==> src/rtl/isa_camac_io_decoder.sv <==
// ISA I/O-cycle front end for the SM2201 ISA-CAMAC board: window decode, back-end strobes, CHRDY wait states, IRQ routing.
// Optional wait-state timeout is compiled in with `define ISA_CHRDY_TIMEOUT_EN.
module isa_camac_io_decoder #(
    parameter logic [9:0] BASE_ADDR        = 10'h300,
    parameter int         NUM_CHANNELS     = 4,
    parameter int         REGS_PER_CHANNEL = 4,
    parameter int         MIN_WAIT         = 2,
    parameter int         TIMEOUT_CYCLES   = 64,
    parameter int         IRQ_LINES        = 8,
    localparam int        REG_SHIFT        = $clog2(REGS_PER_CHANNEL),
    localparam int        REG_BITS         = (REG_SHIFT < 1) ? 1 : REG_SHIFT
) (
    input  logic                    isa_clk,
    input  logic                    isa_reset,
    input  logic [9:0]              isa_addr,
    input  logic                    isa_ale,
    input  logic                    isa_aen,
    input  logic                    isa_ior,
    input  logic                    isa_iow,
    output logic                    isa_chrdy,
    output logic [IRQ_LINES-1:0]    isa_irq,
    output logic [NUM_CHANNELS-1:0] dev_sel,
    output logic [REG_BITS-1:0]     dev_reg,
    output logic                    dev_rd,
    output logic                    dev_wr,
    input  logic                    dev_ack,
    input  logic [NUM_CHANNELS-1:0] dev_irq,
    output logic                    timeout_err
);

    localparam int          WINDOW  = NUM_CHANNELS * REGS_PER_CHANNEL;
    localparam int          CNT_TOP = (MIN_WAIT > TIMEOUT_CYCLES) ? MIN_WAIT : TIMEOUT_CYCLES;
    localparam int          CW      = $clog2(CNT_TOP + 1);
    localparam logic [10:0] WIN_END = 11'(int'(BASE_ADDR) + WINDOW);
    localparam logic [CW-1:0] MIN_M1 = CW'(MIN_WAIT - 1);

    typedef enum logic [1:0] {
        ST_IDLE,
        ST_WAIT,
        ST_HOLD
    } state_t;

    state_t                  state_q, state_d;
    logic [9:0]              addr_q, addr_d;
    logic [2:0]              ior_sync_q, ior_sync_d;
    logic [2:0]              iow_sync_q, iow_sync_d;
    logic                    rd_start_q, rd_start_d;
    logic                    wr_start_q, wr_start_d;
    logic                    chrdy_q, chrdy_d;
    logic [NUM_CHANNELS-1:0] dev_sel_q, dev_sel_d;
    logic [REG_BITS-1:0]     dev_reg_q, dev_reg_d;
    logic                    dev_rd_q, dev_rd_d;
    logic                    dev_wr_q, dev_wr_d;
    logic                    is_rd_q, is_rd_d;
    logic [CW-1:0]           cnt_q, cnt_d;
    logic                    ack_seen_q, ack_seen_d;
    logic [IRQ_LINES-1:0]    irq_q, irq_d;
`ifdef ISA_CHRDY_TIMEOUT_EN
    localparam logic [CW-1:0] TO_M1 = CW'(TIMEOUT_CYCLES - 1);
    logic                    timeout_q, timeout_d;
`endif

    logic                    rd_edge, wr_edge, in_window, ack_now, strobe_released;
    logic [9:0]              addr_off;
    logic [9:0]              chan_idx;

    always_comb begin
        // NOTE: every variable assigned here gets a default first, so no path can infer a latch.
        addr_d     = isa_ale ? isa_addr : addr_q;
        ior_sync_d = {ior_sync_q[1:0], isa_ior};
        iow_sync_d = {iow_sync_q[1:0], isa_iow};
        rd_edge    = ior_sync_q[2] & ~ior_sync_q[1];
        wr_edge    = iow_sync_q[2] & ~iow_sync_q[1];
        // Simultaneous falling edges on both strobes never start a cycle.
        rd_start_d = rd_edge & ~wr_edge;
        wr_start_d = wr_edge & ~rd_edge;

        in_window  = ({1'b0, addr_q} >= {1'b0, BASE_ADDR}) && ({1'b0, addr_q} < WIN_END);
        addr_off   = addr_q - BASE_ADDR;
        chan_idx   = addr_off >> REG_SHIFT;
        ack_now    = dev_ack & ~(dev_rd_q | dev_wr_q);
        strobe_released = is_rd_q ? ior_sync_q[1] : iow_sync_q[1];

        state_d    = state_q;
        chrdy_d    = chrdy_q;
        dev_sel_d  = dev_sel_q;
        dev_reg_d  = dev_reg_q;
        dev_rd_d   = 1'b0;
        dev_wr_d   = 1'b0;
        is_rd_d    = is_rd_q;
        cnt_d      = cnt_q;
        ack_seen_d = ack_seen_q;
`ifdef ISA_CHRDY_TIMEOUT_EN
        timeout_d  = timeout_q;
`endif

        case (state_q)
            ST_IDLE: begin
                chrdy_d   = 1'b1;
                dev_sel_d = '0;
                if (!isa_aen && in_window &&
                    ((rd_start_q && iow_sync_q[1]) || (wr_start_q && ior_sync_q[1]))) begin
                    state_d    = ST_WAIT;
                    chrdy_d    = 1'b0;
                    dev_sel_d  = NUM_CHANNELS'(1) << chan_idx;
                    dev_reg_d  = addr_q[REG_BITS-1:0];
                    is_rd_d    = rd_start_q;
                    dev_rd_d   = rd_start_q;
                    dev_wr_d   = wr_start_q;
                    cnt_d      = '0;
                    ack_seen_d = 1'b0;
`ifdef ISA_CHRDY_TIMEOUT_EN
                    timeout_d  = 1'b0;
`endif
                end
            end
            ST_WAIT: begin
                if (cnt_q != '1) begin
                    cnt_d = cnt_q + 1'b1;
                end
                ack_seen_d = ack_seen_q | ack_now;
                if (strobe_released) begin
                    // Host abandoned the cycle before the back-end finished.
                    state_d   = ST_IDLE;
                    chrdy_d   = 1'b1;
                    dev_sel_d = '0;
                end else if ((ack_seen_q || ack_now) && (cnt_q >= MIN_M1)) begin
                    state_d = ST_HOLD;
                    chrdy_d = 1'b1;
                end
`ifdef ISA_CHRDY_TIMEOUT_EN
                else if (cnt_q >= TO_M1) begin
                    state_d   = ST_HOLD;
                    chrdy_d   = 1'b1;
                    timeout_d = 1'b1;
                end
`endif
            end
            ST_HOLD: begin
                chrdy_d = 1'b1;
                if (ior_sync_q[1] && iow_sync_q[1]) begin
                    state_d   = ST_IDLE;
                    dev_sel_d = '0;
                end
            end
            default: begin
                state_d   = ST_IDLE;
                chrdy_d   = 1'b1;
                dev_sel_d = '0;
            end
        endcase

        irq_d = '0;
        for (int i = 0; i < NUM_CHANNELS; i++) begin
            irq_d[i % IRQ_LINES] = irq_d[i % IRQ_LINES] | dev_irq[i];
        end
    end

    always_ff @(posedge isa_clk) begin
        // NOTE: sequential state uses non-blocking assignments so every flop samples pre-edge values.
        if (isa_reset) begin
            state_q    <= ST_IDLE;
            addr_q     <= '0;
            ior_sync_q <= '1;
            iow_sync_q <= '1;
            rd_start_q <= 1'b0;
            wr_start_q <= 1'b0;
            chrdy_q    <= 1'b1;
            dev_sel_q  <= '0;
            dev_reg_q  <= '0;
            dev_rd_q   <= 1'b0;
            dev_wr_q   <= 1'b0;
            is_rd_q    <= 1'b0;
            cnt_q      <= '0;
            ack_seen_q <= 1'b0;
            irq_q      <= '0;
`ifdef ISA_CHRDY_TIMEOUT_EN
            timeout_q  <= 1'b0;
`endif
        end else begin
            state_q    <= state_d;
            addr_q     <= addr_d;
            ior_sync_q <= ior_sync_d;
            iow_sync_q <= iow_sync_d;
            rd_start_q <= rd_start_d;
            wr_start_q <= wr_start_d;
            chrdy_q    <= chrdy_d;
            dev_sel_q  <= dev_sel_d;
            dev_reg_q  <= dev_reg_d;
            dev_rd_q   <= dev_rd_d;
            dev_wr_q   <= dev_wr_d;
            is_rd_q    <= is_rd_d;
            cnt_q      <= cnt_d;
            ack_seen_q <= ack_seen_d;
            irq_q      <= irq_d;
`ifdef ISA_CHRDY_TIMEOUT_EN
            timeout_q  <= timeout_d;
`endif
        end
    end

    assign isa_chrdy = chrdy_q;
    assign isa_irq   = irq_q;
    assign dev_sel   = dev_sel_q;
    assign dev_reg   = dev_reg_q;
    assign dev_rd    = dev_rd_q;
    assign dev_wr    = dev_wr_q;
`ifdef ISA_CHRDY_TIMEOUT_EN
    assign timeout_err = timeout_q;
`else
    assign timeout_err = 1'b0;
`endif

endmodule

==> config.mk <==
export PLATFORM = sky130hd
export DESIGN_NAME = isa_camac_io_decoder
export DESIGN_NICKNAME = d
export VERILOG_FILES = /design/src/rtl/isa_camac_io_decoder.sv
export SDC_FILE = /design/constraint.sdc
export NUM_CORES = 1
export LEC_CHECK = 0
export CORE_ASPECT_RATIO = 0.5
export CORE_MARGIN = 3
export CORE_UTILIZATION = 40
export CTS_BUF_LIST = sky130_fd_sc_hd__clkbuf_2 sky130_fd_sc_hd__clkbuf_4 sky130_fd_sc_hd__clkbuf_8
export CTS_CLUSTER_SIZE = 28
export DETAILED_ROUTE_END_ITERATION = 10
export GPL_TIMING_DRIVEN = 1
export PLACE_DENSITY_LB_ADDON = 0.3
export SYNTH_ARGS = -nofsm -noshare
export SYNTH_HDL_FRONTEND = slang
export SYNTH_SLANG_ARGS = --single-unit
==> constraint.sdc <==
create_clock -name isa_clk -period 1.9 [get_ports isa_clk]
set_clock_uncertainty 0.2 [all_clocks]
set_input_delay 0.285 -clock isa_clk [delete_from_list [all_inputs] [get_ports isa_clk]]
set_output_delay 0.285 -clock isa_clk [all_outputs]
set_load 0.05 [all_outputs]
==> metrics.yaml, run 1 <==
placed_design:
  gp_congestion: 0.756
  dp_cells: 245
  hpwlAfterDp_microns: 2290
  numPortBuffers: 33
timing:
  setup_violations: 0
  rsz0062_at_grt: "no"
  hold_ws_ns: 0.217
  hold_violations: 0
  slew_viol_final: 0
  max_freq_mhz: 549
  fin_crit_ns: 1.82
  min_period_over_period_pct: 95.9
  setup_tns_ns: 0
global_route:
  grt_pass1_vias: 1174
  grt_max_degree: 22
  antenna_found_initial: 0
  grt_pass1_wl_microns: 5580
  gr-usage-all-layers_pct: 14.3
  overflow: 0
drt:
  drtIter0Drc: 29
  wirelength_microns: 3150
  drc: 0
  vias: 1239
  antenna_left: 0
  routedWlPerCell_microns: 12.4
  viasPerCell: 4.90
  drt_pass1_iterations: 4
clocking:
  clockRootBuffer: "clkbuf_8"
  h-tree-depth: 2
  cts_sinks: 42
  hold_buffers: 0
  clk_latency_ns: 0.29
  cts_made_buffers: 5
  clk_pin_slew_ns: 0.07
  cts-resized-gates: 0
  clk_path_buf_depth: 2
  tritoncts: "yes"
  postCtsSetupRepairBufs: 0
power_and_ir_drop:
  pwr-share-comb_pct: 8.4
  power_density_nw_per_um2: 886
  swShare_pct: 20.2
  seqPwrFrac_pct: 47.5
  p_int_mw: 1.54
  p_sw_mw: 0.391
  clkPwrFrac_pct: 44.1
  ir_drop_v: 0.000475
  p_leak_nw: 0.930
  report.power.total_mw: 1.93
logic_synthesis:
  yosys-top-cells-area: "dfxtp_1 51%, mux2i_1 8.4%, nor2_1 5.4%, a22o_1 2.6%, or2_2 2.6%"
  synth-seq-cells: 42
  ys_warn_count: 0
  synth_top_area_share_pct: 50.7
  avgSynthCellArea_sq_um: 10.4
  ys_seq_area_share_pct: 50.7
  synthCells: 159
  ys_types: 43
  synth_largest_area_cell: "dfxtp_1"
  netlist_area_sq_um: 1660
worst_setup_path:
  path_cells: "buf_4, or4_1, nor2_1, o211ai_1, o31a_1"
  required_ns: 1.88
  crit_path_start_kind: "register"
  cp_top_family: "simple AND/OR/NAND/NOR gates"
  cp_slowest_cell: "or4_1"
  critPathCaptureType: "register"
  crit_buf_inv: 1
  critPathKind: "register to register"
  cpPeakStageDelay_ns: 0.51
  worst_ep_arrival_time_ns: 1.81
  critical_path.max_fanout: 4
cells_and_area:
  num-fill-cells: 318
  largest_register_ffs: 10
  final_nets: 225
  seq_area_sq_um: 841
  drive_above_1_share_pct: 20.3
  finalNonFillerCells: 253
  syn2layout_area_growth_pct: 31.5
  top_register: "addr_q"
  multi_input_area_sq_um: 761
  finish.utilization_pct: 59.0
  n_antenna_cell: 0
  largestRegisters: "addr_q (10), cnt_q (7)"
  mostFrequentLayoutCells: "42 x dfxtp_1, 24 x nor2_1, 20 x clkdlybuf4s50_1"
  final_common_cell: "dfxtp_1"
status:
  status: "complete, no violations"
die:
  io_pins: 39
  die-area_sq_um: 5000
  initial_utilization_pct: 44.9
  die_w_microns: 97.1
  dieHeight_microns: 51.5
  core_sq_um: 3700
  rows: 15
flow_run:
  maxCapViolCount: 0
worst_hold_path:
  hp-class: "register to register"
[worst reg2reg max path, stage by stage (launching register included)]
cell      delay, ns
dfxtp_1        0.32
buf_4          0.14
or4_1          0.51
nor2_1         0.14
o211ai_1       0.15
o31a_1         0.26
[path summary, 6_finish.rpt]
check	slack [ns]	cells after the start	start	endpoint
setup / recovery	0.08	5	cnt_q[1]$_SDFFE_PP0P_	isa_chrdy$_SDFFE_PP1P_
hold / removal	0.22	1	iow_sync_q[0]$_SDFF_PP1_	iow_sync_q[1]$_SDFF_PP1_
setup reg to reg	0.08	5	cnt_q[1]$_SDFFE_PP0P_	isa_chrdy$_SDFFE_PP1P_
hold reg to reg	0.22	1	iow_sync_q[0]$_SDFF_PP1_	iow_sync_q[1]$_SDFF_PP1_
[final cells by class]
type | instances | area share, %
sequential | 42 | 38.5
multi-input combinational | 109 | 34.9
timing repair buffer | 40 | 16.6
clock buffer | 6 | 3.78
tap | 51 | 2.92
clock inverter | 2 | 2.75
inverter | 3 | 0.516
[cells by family (layout without fill, tap and decap cells)]
family,after synthesis,in the layout,share of synthesized area [%]
compound gates,21,21,9.05
other cells,1,5,0.226
flops,42,42,50.7
xor+xnor,4,4,2.11
buf+inv,12,51,4.37
simple gates,62,62,22.9
mux,14,14,8.45
fa+ha+maj,3,3,2.26
[synth_stat cells]
library cell,count
dfxtp_1,42
nor2_1,24
mux2i_1,14
or2_2,7
a21oi_1,5
a22o_1,5
buf_4,5
nor2b_1,5
xor2_1,4
and2_1,3
ha_1,3
inv_1,3
nand2_1,3
o211ai_1,3
clkbuf_1,2
nand2b_1,2
nor3_1,2
or4_1,2
a211o_1,1
a22oi_1,1
a2bb2oi_1,1
a31oi_1,1
and2_2,1
and2b_4,1
and3_1,1
and4b_1,1
buf_2,1
buf_6,1
conb_1,1
nand3_1,1
nand3_4,1
nand4_1,1
nor2_2,1
nor3b_1,1
nor4_1,1
nor4_4,1
nor4b_1,1
nor4b_4,1
nor4bb_1,1
o2111ai_1,1
o21ai_0,1
o21ai_1,1
o31a_1,1
[per-layer routing]
metal,track usage (%),vias to the layer above,routed length [microns]
met5,0,-,0
met4,5.59,0,55
met3,5.22,6,201
met2,23.9,36,1450
met1,17.3,572,1430
li1,-,625,-
[through the flow]
step	setup WS [ns]	cell area [sq um]
final	0.0781	2180
after global routing	0.0257	2180
after floorplan	0.192	1670
after detailed placement	0.0297	2040
after CTS	0.0869	2180
after global placement	0.0365	2040
[power groups by stage]
stage | registers, mW | logic, mW | clock network (mW)
final | 0.919 | 0.162 | 0.852
after global routing | 0.922 | 0.175 | 0.913
after CTS | 0.919 | 0.162 | 0.874
after detailed placement | 0.939 | 0.160 | 0
after global placement | 0.938 | 0.159 | 0
after floorplan | 0.952 | 0.0873 | 0
Note: power is estimated with default switching activity, not from simulation.
==> run 2: changes to the inputs <==
CORE_UTILIZATION = 45   (was 40)
clock period = 1.7 ns   (was 1.9 ns; I/O delays follow)
==> metrics.yaml, run 2 (synthesis results as in run 1) <==
drt:
  drtIter0Drc: 39
  wirelength_microns: 3420
  viasPerCell: 5.04
  antenna_left: 0
  routedWlPerCell_microns: 13.3
  drt_pass1_iterations: 4
  drc: 0
  vias: 1294
global_route:
  grt_pass1_vias: 1186
  grt_pass1_wl_microns: 5520
  gr-usage-all-layers_pct: 15.7
  antenna_found_initial: 0
  overflow: 0
  grt_max_degree: 21
  use_met1_pct: 20.2
  grt_use_met3_pct: 4.78
  grtUsageMet2_pct: 23.4
  busiest_layer: "met2"
worst_setup_path:
  rr_worst_depth: 6
  critPathKind: "register to register"
  ff2ff_setup_slack_ns: -0.1
  critical_path.max_fanout: 4
  r2r-start: "cnt_q[1]$_SDFFE_PP0P_"
  worst_ep_arrival_time_ns: 1.78
  required_ns: 1.69
  crit_path_start_kind: "register"
  reg2reg_to: "isa_chrdy$_SDFFE_PP1P_"
  critPathCaptureType: "register"
clocking:
  hold_buffers: 0
  cts_sinks: 42
  clk_pin_slew_ns: 0.08
  clk_path_buf_depth: 2
  tritoncts: "yes"
  clockRootBuffer: "clkbuf_8"
  cts_made_buffers: 5
  h-tree-depth: 2
  clk_latency_ns: 0.29
die:
  die-area_sq_um: 4500
  core_sq_um: 3260
  initial_utilization_pct: 50.9
  dieHeight_microns: 48.9
  rows: 14
  die_w_microns: 91.9
  io_pins: 39
cells_and_area:
  num-fill-cells: 257
  top_register: "addr_q"
  fin_area_sq_um: 2290
  final_common_cell: "dfxtp_1"
  finalNonFillerCells: 257
  syn2layout_area_growth_pct: 38.2
  final_nets: 232
  largestRegisters: "addr_q (10), cnt_q (7)"
  n_antenna_cell: 0
  mostFrequentLayoutCells: "41 x dfxtp_1, 23 x nor2_1, 22 x buf_4"
  largest_register_ffs: 10
  drive_above_1_share_pct: 28.2
  finish.utilization_pct: 70.4
placed_design:
  gp_congestion: 0.823
  dp_cells: 248
  placed_cell_area_sq_um: 2120
  hpwlAfterDp_microns: 2420
  numPortBuffers: 33
status:
  status: "finished with violations"
  violations: "negative setup slack"
power_and_ir_drop:
  p_int_mw: 1.54
  clkPwrFrac_pct: 39.3
  seqPwrFrac_pct: 51.4
  p_sw_mw: 0.457
  pwr-share-comb_pct: 9.3
  swShare_pct: 22.9
  power_density_nw_per_um2: 872
  report.power.total_mw: 2.00
  p_leak_nw: 0.971
  ir_drop_v: 0.000531
worst_hold_path:
  hp-class: "register to register"
  whs_endpoint: "ior_sync_q[1]$_SDFF_PP1_"
  holdCritStartpoint: "ior_sync_q[0]$_SDFF_PP1_"
  worstHoldPathCells: 1
timing:
  setup_tns_ns: -0.212
  layout_setup_ws_ns: -0.0969
  min_period_over_period_pct: 106
  slew_viol_final: 0
  fin_crit_ns: 1.80
  rsz0062_at_grt: "yes"
  max_freq_mhz: 557
  hold_violations: 0
  setup_violations: 3
flow_run:
  maxCapViolCount: 0
run 2: changes by cell type in the layout (fill, tap and decap cells not counted), sizes merged:
cell	delta
clkbuf	-1
buf	+7
bufinv	-1
clkinv	+1
inv	+1
run 2: area by class of cell:
type	count	area [sq um]	share of cell area (%)
multi-input cells	109	810	35.3
inverters	3	11.3	0.491
well taps	48	60.1	2.62
clock buffers	5	68.8	3.00
clock inverters	3	43.8	1.91
flip-flops and latches	42	842	36.7
repair buffers	47	457	19.9
run 2: worst max-delay path by stage:
stage	from	endpoint
2_1_floorplan	cnt_q[1]$_SDFFE_PP0P_	isa_chrdy$_SDFFE_PP1P_
3_3_place_gp	isa_aen	cnt_q[2]$_SDFFE_PP0P_
3_5_place_dp	isa_aen	cnt_q[4]$_SDFFE_PP0P_
4_1_cts	cnt_q[1]$_SDFFE_PP0P_	isa_chrdy$_SDFFE_PP1P_
5_1_grt	cnt_q[1]$_SDFFE_PP0P_	isa_chrdy$_SDFFE_PP1P_
6_report	cnt_q[1]$_SDFFE_PP0P_	isa_chrdy$_SDFFE_PP1P_
run 2: power groups by stage:
stage | sequential, mW | combinational [mW] | clock (mW)
6_report | 1.03 | 0.186 | 0.786
5_1_grt | 1.03 | 0.198 | 0.848
4_1_cts | 1.03 | 0.185 | 0.804
3_5_place_dp | 1.05 | 0.184 | 0
3_3_place_gp | 1.05 | 0.181 | 0
2_1_floorplan | 1.06 | 0.0976 | 0
run 2: critical path: stages (launching register included):
cell and delay (ns):
dfxtp_2 0.36, inv_2 0.03, ha_2 0.15, or4_4 0.43
nor2_4 0.10, o211ai_1 0.15, o31a_1 0.27
run 2: metrics by stage:
stage                     worst slack, ns  hold WS, ns
after CTS                          -0.106        0.215
final                             -0.0969        0.213
after global routing               -0.117        0.232
after floorplan                    0.0282        0.159
after global placement             -0.136        0.191
after detailed placement           -0.191        0.196
run 2: what timing repair did:
action / in CTS / in global routing
pin swaps: 3 / 5
resized for setup: 7 / 7
endpoints found under the setup margin: 3 / 13
setup buffers: 1 / 0
run 2: layer usage:
metal	vias to the layer above	routed length [microns]
met2	41	1570
li1	642	-
met4	0	79
met3	8	189
met5	-	0
met1	603	1590
==> run 3: changes to the inputs <==
CELL_PAD_IN_SITES_DETAIL_PLACEMENT = 1   (was unset)
CELL_PAD_IN_SITES_GLOBAL_PLACEMENT = 2   (was unset)
CORE_UTILIZATION = 32   (was 45)
==> metrics.yaml, run 3 (synthesis results as in run 1) <==
status:
  status: "finished with violations"
  violations: "negative setup slack"
die:
  rows: 17
  die_w_microns: 108
  core_sq_um: 4680
  die-area_sq_um: 6140
  io_pins: 39
  initial_utilization_pct: 35.5
  dieHeight_microns: 56.9
drt:
  drtIter0Drc: 18
  antenna_left: 0
  vias: 1283
  viasPerCell: 4.62
  wirelength_microns: 3770
  routedWlPerCell_microns: 13.6
  drc: 0
  drt_pass1_iterations: 4
power_and_ir_drop:
  seqPwrFrac_pct: 54.9
  p_leak_nw: 0.975
  power_density_nw_per_um2: 805
  pwr-share-comb_pct: 9.8
  p_sw_mw: 0.477
  report.power.total_mw: 1.87
  p_int_mw: 1.39
  ir_drop_v: 0.000312
  clkPwrFrac_pct: 35.2
  swShare_pct: 25.5
timing:
  rsz0062_at_grt: "yes"
  max_freq_mhz: 563
  layout_setup_ws_ns: -0.0769
  min_period_over_period_pct: 105
  setup_violations: 4
  fin_crit_ns: 1.78
  hold_violations: 0
  slew_viol_final: 0
global_route:
  overflow: 0
  grt_max_degree: 16
  grt_pass1_wl_microns: 6270
  antenna_found_initial: 0
  gr-usage-all-layers_pct: 13.3
  grt_pass1_vias: 1336
placed_design:
  hpwlAfterDp_microns: 2850
  gp_congestion: 0.770
  dp_cells: 268
  numPortBuffers: 33
  placed_cell_area_sq_um: 2170
clocking:
  cts_made_buffers: 5
  clk_pin_slew_ns: 0.09
  cts_sinks: 42
  tritoncts: "yes"
  clk_latency_ns: 0.30
  clockRootBuffer: "clkbuf_8"
  clk_path_buf_depth: 2
  h-tree-depth: 2
cells_and_area:
  syn2layout_area_growth_pct: 40.2
  top_register: "addr_q"
  drive_above_1_share_pct: 28.8
  largest_register_ffs: 10
  largestRegisters: "addr_q (10), cnt_q (7)"
  fin_area_sq_um: 2330
  n_antenna_cell: 0
  finalNonFillerCells: 278
  final_common_cell: "dfxtp_1"
  mostFrequentLayoutCells: "40 x dfxtp_1, 25 x buf_4, 23 x nor2_1"
  final_nets: 235
worst_setup_path:
  required_ns: 1.70
  critPathKind: "register to register"
  worst_ep_arrival_time_ns: 1.77
  rr_worst_depth: 6
  crit_path_start_kind: "register"
  critPathCaptureType: "register"
  critical_path.max_fanout: 3
worst_hold_path:
  worstHoldPathCells: 1
  hp-class: "register to register"
flow_run:
  maxCapViolCount: 0
## run 3: cell type report
| cell class | count | area [sq um] |
|---|---|---|
| Clock inverter | 3 | 23.8 |
| Multi-Input combinational cell | 109 | 808 |
| Timing Repair Buffer | 50 | 488 |
| Tap cell | 66 | 82.6 |
| Inverter | 3 | 11.3 |
| Clock buffer | 5 | 68.8 |
| Fill cell | 517 | 2350 |
| Sequential cell | 42 | 843 |
## run 3: path summary, 6_finish.rpt
kind                                                from  slack (ns)                  endpoint
worst max-delay path               cnt_q[1]$_SDFFE_PP0P_       -0.08    isa_chrdy$_SDFFE_PP1P_
worst min-delay path            ior_sync_q[0]$_SDFF_PP1_        0.22  ior_sync_q[1]$_SDFF_PP1_
worst max register to register     cnt_q[1]$_SDFFE_PP0P_       -0.08    isa_chrdy$_SDFFE_PP1P_
worst min register to register  ior_sync_q[0]$_SDFF_PP1_        0.22  ior_sync_q[1]$_SDFF_PP1_
## run 3: what timing repair did
| action | 4_1_cts | 5_1_grt |
|---|---|---|
| pin swaps | 3 | 5 |
| setup endpoints to repair | 4 | 19 |
| buffers inserted | 1 | 1 |
| hold buffers | 0 | 0 |
| gates resized for setup | 8 | 5 |
## run 3: per-layer routing
layer | wire length (microns) | up-vias | GRT usage, %
li1 | - | 648 | -
met1 | 1830 | 603 | 16.7
met2 | 1710 | 26 | 20.8
met3 | 168 | 6 | 4.82
met4 | 58 | 0 | 5.40
met5 | 0 | - | 0
## run 3: metrics by stage
step / setup WS, ns / hold WS, ns / util [%] / setup TNS (ns)
floorplan: 0.0282 / 0.159 / - / 0
global placement: -0.138 / 0.192 / 46.4 / -1.92
detailed placement: -0.176 / 0.195 / 46.4 / -2.37
CTS: -0.106 / 0.217 / 49.1 / -0.201
global route: -0.129 / 0.244 / 49.7 / -0.734
finish: -0.0769 / 0.215 / 49.7 / -0.243
## run 3: critical path, cell delays in order, from the launching register on
cell and delay (ns):
dfxtp_2 0.36, inv_2 0.04, ha_4 0.14, or4_4 0.43, nor2_4 0.10, o211ai_1 0.12
o31a_1 0.29
## run 3: power groups by stage
| stage | Combinational [mW] | Sequential, mW | Clock [mW] |
|---|---|---|---|
| final | 0.184 | 1.03 | 0.660 |
| after detailed placement | 0.185 | 1.05 | 0 |
| after global routing | 0.199 | 1.03 | 0.739 |
| after CTS | 0.186 | 1.03 | 0.699 |
| after floorplan | 0.0976 | 1.06 | 0 |
| after global placement | 0.183 | 1.05 | 0 |
==> edit 1: new RTL, settings of run 2 <==
Encoding of `state_t`: now one-hot (3 bits for 3 states).
--- a/src/rtl/isa_camac_io_decoder.sv
+++ b/src/rtl/isa_camac_io_decoder.sv
@@ -36,6 +36,6 @@
 
-    typedef enum logic [1:0] {
-        ST_IDLE,
-        ST_WAIT,
-        ST_HOLD
+    typedef enum logic [2:0] {
+        ST_IDLE = 3'b001,
+        ST_WAIT = 3'b010,
+        ST_HOLD = 3'b100
     } state_t;
Function: no difference found for any inputs over 10 cycles, from zero or initial values and one cycle with isa_reset high; not proved beyond that.
==> edit 1 against run 2 <==
- the flow still finishes with violations (negative setup slack)
- sequential cell count rose by 1
- power rose by 3.6%
- wire length rose by 2.2%
- synthesized area rose by 2.3%
- worst setup slack improved by 0.080 ns
- global-route usage rose by 1.4 points
- final area rose by 5.2%
- largest cell class unchanged
==> edit 1: results (changes against run 2) <==
synthTopCellsByCount: "dfxtp_1 (43), nor2_1 (22), mux2i_1 (14)"
crit_path_start: "cnt_q[0]"
period_share_pct: 101  # -4.7 points
ir_drop_mv: 0.627  # +18%
violations: "negative setup slack"
grt_usage_pct: 17.1  # +1.4 points
nFillCells: 294  # +14%
diodes: 0  # unchanged
numCtsBuffers: 5  # unchanged
drt_first_pass_iters: 4  # unchanged
whs_path_depth: 1  # unchanged
max_stage_delay_ns: 0.49  # +0.06 ns
grt_pass1_vias: 1334  # +12%
status: "complete, but fails checks"
setup_tns_ns: -0.0346  # +0.177 ns
clk_latency_ns: 0.29  # about the same
clkTransAtPathRegs_ns: 0.08  # about the same
final_nets: 244  # +5.2%
reg2reg_to: "state_q[2]"
grt_max_degree: 18  # -14%
synth_seq_area_share_pct: 50.7  # about the same
setup_viol: 2  # -1
cts_setup_buffers: 0  # -1
dr.first_iter.drc_count: 38  # -2.6%
crit_fanout: 3  # -1
cpLargestDelayFamily: "simple AND/OR/NAND/NOR gates"
synth.area.top_cells: "dfxtp_1 (51%), mux2i_1 (8.3%), nor2_1 (4.9%)"
port_buffers: 33  # unchanged
gp_congestion: 0.848  # +3.1%
wl_um: 3500  # +2.2%
antenna_found_initial: 0  # unchanged
htreeDepth: 2  # unchanged
cts_max_path_buffers: 2  # unchanged
switchingPower_mw: 0.465  # +1.7%
ys_warn_count: 0  # unchanged
avgViaCountPerCell: 4.89  # -2.8%
dpl.hpwl_um: 2570  # +6.1%
min_from: "ior_sync_q[0]"
synth.distinct_cells: 42  # -2.3%
drive_gt1_share_pct: 32.1  # +3.9 points
holdPathEnd: "ior_sync_q[1]"
slowest_stage: "or4_4"
drc: 0  # unchanged
reg_top3: "addr_q x10, cnt_q x7"
finalMaxSlewViolations: 0  # unchanged
grt_pass1_wl_um: 6200  # +12%
ff2ff_path_depth: 5  # -1
hold_ws_ns: 0.215  # +0.00208 ns
async_flop_share_pct: 0  # unchanged
cts_root_buf: "clkbuf_8"
dp_worst_setup_slack_ns: -0.289  # -0.0976 ns
p_leak_nw: 0.991  # +2.0%
final.setup.worst_slack_ns: -0.0173  # +0.0796 ns
## edit 1: changes by cell type after synthesis, sizes merged, moves of 2 or more
cell / change
nor4: -2
o211ai: -2
xor2: -3
xnor2: +2
nor3: +3
o31ai: +2
nand4: +2
nor3b: +3
o21ai: +2
## edit 1: per-stage QoR
step	area, µm²	utilization [%]	instances	power [mW]
2_1_floorplan	1710	-	169	1.18
3_3_place_gp	2210	62.6	264	1.25
3_5_place_dp	2210	62.6	264	1.25
4_1_cts	2360	67.0	272	2.08
5_1_grt	2410	68.4	272	2.15
6_report	2410	68.4	272	2.07
## edit 1: layer usage
| layer | global-route usage [%] | up-vias | wire length, µm |
|---|---|---|---|
| met3 | 7.40 | 2 | 233 |
| met4 | 3.16 | 0 | 14 |
| li1 | - | 679 | - |
| met2 | 26.0 | 29 | 1600 |
| met1 | 22.7 | 621 | 1650 |
| met5 | 0 | - | 0 |
## edit 1: final cells by class
cell class | instances | area [µm²] | area share [%]
clock buffer | 6 | 82.6 | 3.42
clock inverter | 2 | 38.8 | 1.61
inverter | 2 | 7.51 | 0.311
multi-input combinational | 115 | 860 | 35.6
sequential | 43 | 867 | 35.9
tap | 51 | 63.8 | 2.65
timing repair buffer | 53 | 493 | 20.4
## edit 1: worst max-delay path by stage
stage / endpoint / slack [ns] / depth (start not counted)
floorplan: ack_seen_q / 0.009 / 5
global placement: dev_sel[0] / -0.24 / 6
detailed placement: dev_sel[2] / -0.29 / 6
CTS: state_q[2] / 0.008 / 5
global route: state_q[2] / -0.06 / 5
finish: state_q[2] / -0.02 / 5
## edit 1: cell families after synthesis
| kind of cell | Yosys count | synth area share, % |
|---|---|---|
| compound gates | 21 | 9.06 |
| xor+xnor | 3 | 1.55 |
| fa+ha+maj | 3 | 2.21 |
| buf+inv | 11 | 3.61 |
| flops | 43 | 50.7 |
| mux | 14 | 8.25 |
| other cells | 1 | 0.221 |
| simple gates | 69 | 24.4 |
## edit 1: repair_timing
action | 4_1_cts | 5_1_grt
resized for setup | 9 | 13
pin swaps | 2 | 6
setup endpoints to repair | 21 | 21
hold buffers | 0 | 0
## edit 1: worst reg2reg max path: stages (launching register included)
cell     delay, ns
dfxtp_2       0.35
buf_6         0.12
or4_4         0.49
nor2_4        0.14
o21ai_2       0.08
a32o_1        0.25
## edit 1: power by group through the flow
stage / Combinational (mW) / Sequential, mW / Clock (mW)
after detailed placement: 0.179 / 1.07 / 0
final: 0.186 / 1.05 / 0.834
after global routing: 0.202 / 1.05 / 0.898
after CTS: 0.180 / 1.05 / 0.851
after global placement: 0.176 / 1.07 / 0
after floorplan: 0.0915 / 1.08 / 0
==> edit 2: new RTL, settings of run 2 <==
Without the edit above. The option `ISA_CHRDY_TIMEOUT_EN` is turned on by a define.
--- a/src/rtl/isa_camac_io_decoder.sv
+++ b/src/rtl/isa_camac_io_decoder.sv
@@ -2,2 +2,4 @@
 // Optional wait-state timeout is compiled in with `define ISA_CHRDY_TIMEOUT_EN.
+`define ISA_CHRDY_TIMEOUT_EN
+
 module isa_camac_io_decoder #(
Check against the original RTL: no difference found for any inputs over 10 cycles, from zero or initial values and one cycle with isa_reset high; that may be too few to reach the edited logic, so the function may still have changed.
==> edit 2 against run 2 <==
- the run still ends with negative setup slack left
- wire length increased by 26%
- worst setup slack got worse by 0.093 ns
- final area increased by 14%
- non-clock buffer count increased by 18
- first-iteration DRC count increased by 150%
- sequential cell count increased by 1
- synthesized cell count increased by 14%
- power decreased by 5.5%
- hold slack got worse by 0.0022 ns
- synthesized area increased by 6.8%
- global-route usage increased by 3.7 points
- via count increased by 17%
- critical path type unchanged
- critical endpoint is now is_rd_q
- largest cell class is now multi-input combinational cells
- largest power group unchanged
==> edit 2: results (changes against run 2) <==
grt_pass1_vias: 1485  # +25%
cp.arrival_ns: 1.87  # +0.09 ns
synth_seq_area_share_pct: 48.6  # -2.1 points
gp_congestion: 0.773  # -6.1%
place_area_um2: 2360  # +11%
setup_viol: 18  # +15
status: "complete, but fails checks"
crit_fanout: 6  # +2
placed_cells_incl_taps: 282  # +14%
cts_resized: 12  # +5
rr_startpoint: "addr_q[8]"
min_period_ns: 1.89  # +0.0933 ns
holdPathEnd: "iow_sync_q[1]"
grt_max_degree: 35  # +67%
dr.first_iter.drc_count: 96  # +150%
port_buffers: 34  # +3.0%
violations: "negative setup slack"
avgViaCountPerCell: 5.11  # +1.4%
drive_gt1_share_pct: 34.6  # +6.3 points
slowest_stage: "dfxtp_2"
min_from: "iow_sync_q[0]"
final.setup.worst_slack_ns: -0.190  # -0.0933 ns
grt_pass1_wl_um: 6990  # +27%
synth.area.top_cells: "dfxtp_1 (49%), mux2i_1 (11%), nor2_1 (4.9%)"
final_nets: 270  # +16%
nFillCells: 248  # -3.5%
ff2ff_path_depth: 7  # +1
max_stage_delay_ns: 0.34  # -0.09 ns
## edit 2: cell type report
class | instances | area (µm²) | share of cell area (%)
clock buffers | 5 | 68.8 | 2.64
inverters | 7 | 26.3 | 1.01
flip-flops and latches | 43 | 866 | 33.3
multi-input cells | 124 | 947 | 36.4
clock inverters | 2 | 13.8 | 0.529
well taps | 51 | 63.8 | 2.45
repair buffers | 65 | 617 | 23.7
## edit 2: kinds of logic after synthesis
kind of cell	Yosys count	share of synthesized area (%)
AO/OA/AOI/OAI	30	11.9
buffers and inverters	18	4.66
flip-flops	43	48.6
multiplexers	19	10.7
adder cells (fa/ha/maj)	3	2.12
other	1	0.212
AND/OR/NAND/NOR	68	21.8
## edit 2: layer usage
metal / routed length, µm / GRT usage [%] / vias up
met5: 0 / 0 / -
met4: 30 / 5.98 / 0
met3: 247 / 6.89 / 4
met2: 2120 / 33.4 / 48
met1: 1930 / 22.5 / 711
li1: - / - / 754
## edit 2: worst reg2reg max path, cell delays in order, from the launching register on
cell and delay [ns]:
dfxtp_2 0.34, ha_1 0.14, nor4b_4 0.33, buf_4 0.20, nand4_1 0.14, buf_6 0.19
mux2i_1 0.17, nor2_1 0.07
## edit 2: per-stage QoR
step           setup slack (ns)  total power [mW]  hold slack (ns)  util [%]
4_1_cts                  -0.141              1.89            0.212      70.0
6_report                 -0.190              1.89            0.211      72.2
2_1_floorplan           -0.0341              1.18            0.159         -
5_1_grt                  -0.288              1.96            0.231      72.2
3_3_place_gp             -0.341              1.25            0.192      65.5
3_5_place_dp             -0.406              1.26            0.192      65.5
## edit 2: power breakdown
part / leakage [nW] / total (mW) / internal, mW / switching (mW)
Clock: 0.0440 / 0.642 / 0.281 / 0.361
Combinational: 0.650 / 0.198 / 0.0976 / 0.101
Sequential: 0.353 / 1.05 / 1.03 / 0.0144
